[config.mk]
export PLATFORM = sky130hd
export DESIGN_NAME = hex_field_serializer
export DESIGN_NICKNAME = d
export VERILOG_FILES = /design/src/rtl/hex_field_serializer.sv
export SDC_FILE = /design/constraint.sdc
export NUM_CORES = 1
export LEC_CHECK = 0
export ABC_CLOCK_PERIOD_IN_PS = 1500
export CAP_MARGIN = 20
export CORE_ASPECT_RATIO = 0.5
export CORE_UTILIZATION = 48
export CTS_CLUSTER_DIAMETER = 200
export DETAILED_ROUTE_END_ITERATION = 12
export PLACE_DENSITY = 0.76
export SETUP_SLACK_MARGIN = 0.02
export SYNTH_ARGS = -nofsm -noshare
export SYNTH_HDL_FRONTEND = slang
export SYNTH_SLANG_ARGS = --single-unit
[constraint.sdc]
create_clock -name clk -period 1.5 [get_ports clk]
set_input_delay 0.225 -clock clk [delete_from_list [all_inputs] [get_ports clk]]
set_output_delay 0.225 -clock clk [all_outputs]
set_load 0.01 [all_outputs]
[src/rtl/hex_field_serializer.sv]
// Formats NUM_FIELDS latched hex values as "0x<digits>" fields separated by single spaces,
// emitted one ASCII character per valid/ready handshake.
module hex_field_serializer #(
  parameter int NUM_FIELDS = 3,
  parameter int DIGITS     = 2,
  parameter bit UPPERCASE  = 1'b1
) (
  input  logic                           clk,
  input  logic                           rst,
  input  logic                           start,
  input  logic [NUM_FIELDS*DIGITS*4-1:0] data_in,
  output logic                           busy,
  output logic [7:0]                     char_out,
  output logic                           char_valid,
  input  logic                           char_ready,
  output logic                           char_last,
  output logic                           done
);

  localparam int W  = NUM_FIELDS * DIGITS * 4;
  localparam int FW = (NUM_FIELDS > 1) ? $clog2(NUM_FIELDS) : 1;
  localparam int DW = (DIGITS > 1) ? $clog2(DIGITS) : 1;
  localparam logic [FW-1:0] LAST_FIELD = FW'(NUM_FIELDS - 1);
  localparam logic [DW-1:0] LAST_DIGIT = DW'(DIGITS - 1);

  typedef enum logic [2:0] {IDLE, PFX0, PFX1, DIG, SEP, FIN} state_t;

  state_t        state;
  logic [FW-1:0] field;
  logic [DW-1:0] digit;
  logic [W-1:0]  data_q;
  logic [W-1:0]  data_shift;
  logic          hs;

  // Handshake: a character transfers on a rising edge where char_valid & char_ready are both high.
  assign hs         = char_valid & char_ready;
  // The latch shifts left per emitted digit, so the current digit is always the top nibble.
  assign data_shift = data_q << 4;

  function automatic logic [7:0] hex_char(input logic [3:0] n);
    if (n < 4'd10) return 8'h30 + {4'h0, n};
    return (UPPERCASE ? 8'h41 : 8'h61) + {4'h0, n} - 8'd10;
  endfunction

  always_ff @(posedge clk or posedge rst) begin
    if (rst) begin
      state      <= IDLE;
      field      <= '0;
      digit      <= '0;
      data_q     <= '0;
      busy       <= 1'b0;
      char_out   <= 8'h00;
      char_valid <= 1'b0;
      char_last  <= 1'b0;
      done       <= 1'b0;
    end else begin
      done <= 1'b0;
      case (state)
        IDLE, FIN: begin
          if (start) begin
            state      <= PFX0;
            data_q     <= data_in;
            field      <= '0;
            digit      <= '0;
            busy       <= 1'b1;
            char_valid <= 1'b1;
            char_out   <= 8'h30;
            char_last  <= 1'b0;
          end else begin
            state <= IDLE;
          end
        end
        PFX0: if (hs) begin
          state    <= PFX1;
          char_out <= 8'h78;
        end
        PFX1: if (hs) begin
          state     <= DIG;
          char_out  <= hex_char(data_q[W-1 -: 4]);
          char_last <= (field == LAST_FIELD) && (DIGITS == 1);
        end
        DIG: if (hs) begin
          data_q <= data_shift;
          if (digit == LAST_DIGIT) begin
            digit <= '0;
            if (field == LAST_FIELD) begin
              state      <= FIN;
              busy       <= 1'b0;
              char_valid <= 1'b0;
              char_last  <= 1'b0;
              char_out   <= 8'h00;
              done       <= 1'b1;
            end else begin
              state    <= SEP;
              field    <= field + 1'b1;
              char_out <= 8'h20;
            end
          end else begin
            digit     <= digit + 1'b1;
            char_out  <= hex_char(data_shift[W-1 -: 4]);
            char_last <= (field == LAST_FIELD) && (digit == DW'(DIGITS - 2));
          end
        end
        SEP: if (hs) begin
          state    <= PFX0;
          char_out <= 8'h30;
        end
        default: state <= IDLE;
      endcase
    end
  end

endmodule

==> metrics.csv <==
stage;metric;value;unit
critical_path;cp_max_fo;3;
synthesis;synth_top_area_share;43.5;%
routing;dr_wl_met2;2.89;mm
place;gp_congestion;0.894;
synthesis;synth_area;2300;µm²
critical_path;slowest_delay;0.36;ns
power;ir_drop;0.421;mV
routing;drtIter0Drc;110;
sta;hold_viol_final;0;
routing;maxUsedRoutingLayer;met4;
critical_path;path_cells;inv_1 > ha_1 > nor2b_1 > o21ai_1 > a211o_1 > mux2_1;
synthesis;synth_edf_count;0;
critical_path;start_kind;flop;
power;p_sw_share;22.4;%
die;start_util;51.2;%
power;total_power;2.46;mW
synthesis;synth_most_common_cell;dfrtp_1;
power;p_switching;0.551;mW
power;power_density;710;nW/µm²
critical_path;worstPathRequired;1.67;ns
power;power_frac_clock;42.6;%
routing;wl_met1;2.80;mm
sta;clock_skew;0.0109;ns
synthesis;synth_area_per_cell;9.39;µm²
synthesis;synthTopCellsByCount;dfrtp_1 (40), nor2_1 (34), a21oi_2 (20);
sta;rsz0062_at_grt;true;
critical_path;critPathBufInv;1;
die;io-pin-count;40;
finish;drive_above_1_share;37.1;%
clocking;root_buffer;clkbuf_8;
sta;finalSetupTns;-1.77;ns
synthesis;async_flop_share;100;%
clocking;ctsHtreeMaxLevel;2;
synthesis;synth-compound-area-share;24.9;%
synthesis;yosys.area_share.simple;14.4;%
die;die_area;5090;µm²
routing;wl;6.23;mm
global_route;grt_util_all_layers;22.3;%
global_route;antenna_found_initial;0;
finish;area_growth;50.8;%
sta;finalSetupViolCount;32;
power;p_int;1.91;mW
routing;wl_per_cell;16.6;µm
clocking;clk_latency;0.30;ns
sta;max_freq;0.613;GHz
synthesis;yosysWarningCount;0;
die;core;4490;µm²
outcome;status;complete, but fails checks;
place;numPortBuffers;38;
critical_path;cpMaxStageDelayCell;dfrtp_1;
outcome;violations;negative setup slack;
critical_path;worstSetupEndpointType;flop;
synthesis;synth_fa_ha_area_share;1.63;%
critical_path;arrival;1.80;ns
synthesis;synth_mux_area_share;6.64;%
place;dp_hpwl;3.54;mm
routing;wl_met3;402;µm
power;seqPwrFrac;46.6;%
synthesis;synth_area_leaders;dfrtp_1 (44%), a21oi_2 (7.6%), mux2i_1 (5.7%), nor2_1 (5.5%), a21oi_1 (3.5%);
power;leakagePower;1.50;nW
clocking;clock_path_buffers;2;
critical_path;critPathTopFamily;compound AO/OA/AOI/OAI gates;
power;power_frac_comb;10.8;%
clocking;cts_buffers;5;
synthesis;synth_flop_cell;dfrtp_1;
routing;viasPerCell;5.67;
routing;vias;2132;
worst_hold_path;holdCritPathClass;input pin to asynchronous set/reset pin;
clocking;cts_tree;built;
sta;maxSlewViolCount;0;
die;die_h;50.9;µm
synthesis;seq_area_frac_synth;43.5;%
sta;post-route-period-util;109;%
global_route;grt_max_degree;41;
synthesis;synth_cell_type_count;47;
critical_path;path_class;flop to flop;
die;fp-row-count;17;
routing;route.detailed.drc;0;
routing;ant_nets;0;
synthesis;synth_seq_cells;40;
die;die_w;99.9;µm
routing;drt_first_pass_iters;5;
global_route;grt_pass1_vias;1906;
clocking;clk_pin_slew;0.08;ns
finish;n_antenna_cell;0;
global_route;grt-ovfl-total;0;
synthesis;synth_nets;276;
synthesis;synth_top_family_by_area;compound AO/OA/AOI/OAI gates;
clocking;cts_sinks;40;
synthesis;synthXorXnorAreaFrac;0.762;%
global_route;grt_pass1_wl;8.66;mm
sta;timing.final.crit_period;1.63;ns
finish;nNetsFinal;341;
sta;fin_ws;-0.131;ns
synthesis;synth.largest_area_cell;dfrtp_1;
clocking;ctsHoldBuffers;0;
job;drv_cap;0;
synthesis;postSynthCellCount;245;
[area by class of cell]
class                   count  area, µm²
clock buffers               5       68.8
clock inverters             2       60.1
fillers                   281       1020
inverters                  14       52.6
multi-input cells         169       1330
flip-flops and latches     40       1000
well taps                  66       82.6
repair buffers             80        868
[cells by family after synthesis]
kind of cell	after synthesis
other	1
AND/OR/NAND/NOR	69
flip-flops	40
AO/OA/AOI/OAI	79
adder cells (fa/ha/maj)	3
multiplexers	15
buffers and inverters	36
XOR/XNOR	2
[through the flow]
stage	hold WS (ns)	utilization [%]	setup WS [ns]	area, µm²	std cells
final	0.274	77.3	-0.131	3470	376
after floorplan	0.362	-	-0.0785	2340	245
after global placement	0.481	65.2	-0.361	2930	357
after global routing	0.305	77.3	-0.218	3470	376
after CTS	0.290	69.0	-0.127	3100	366
after detailed placement	0.480	65.2	-0.403	2930	357
[worst min-delay path, cell delays in order]
cell,delay [ns]
clkdlybuf4s50_1,0.40
inv_1,0.09
buf_12,0.23
[placed cells by master (no fill, tap or decap), types with 4 or more instances in the layout]
cell and count:
nand3_2 4, a31oi_1 4, o21ai_1 4, mux2i_2 4, nor2_2 17, o211ai_1 4
buf_12 4, buf_4 28, a21oi_1 14, nor2_1 15, clkdlybuf4s50_1 34, nand2_1 11
mux2i_4 4, clkbuf_8 5, clkbuf_16 6, inv_1 13, a21oi_2 21, o21ai_0 4
dfrtp_1 37, mux2i_1 5, nor2b_1 5, buf_6 4
[worst paths after layout]
check	end	depth (start not counted)	start	slack, ns
hold / removal	data_q[8]	3	rst	0.27
setup / recovery	char_out[4]	6	data_q[20]	-0.13
max in group asynchronous	state[0]	3	rst	1.00
setup reg to reg	char_out[4]	6	data_q[20]	-0.13
hold reg to reg	char_out[2]	1	char_out[2]	0.51
min in group clk	data_q[1]	3	data_in[1]	0.49
[sequential cells by signal (all words and copies together) (netlist names)]
name / flops
digit: 1
char_out: 7
state: 3
done: 1
char_valid: 1
char_last: 1
data_q: 24
field: 2
[layer usage]
layer  vias up  track usage, %
met3        16            5.20
met2        94            36.1
li1        997               -
met1      1025            29.7
met5         -               0
met4         0            7.35
[power groups by stage]
| stage | clock network, mW | registers, mW | logic [mW] |
|---|---|---|---|
| final | 1.05 | 1.15 | 0.267 |
| after detailed placement | 0 | 1.16 | 0.234 |
| after floorplan | 0 | 1.15 | 0.127 |
| after global routing | 1.11 | 1.15 | 0.291 |
| after CTS | 1.06 | 1.14 | 0.238 |
| after global placement | 0 | 1.15 | 0.225 |
[what timing repair did]
action | CTS | global route
setup endpoints to repair | 28 | 35
gates resized for setup | 10 | 49
buffers inserted | 2 | 4
pin swaps | 3 | 3
cloned | 0 | 6
No activity file was read; power rests on OpenSTA's default activity.
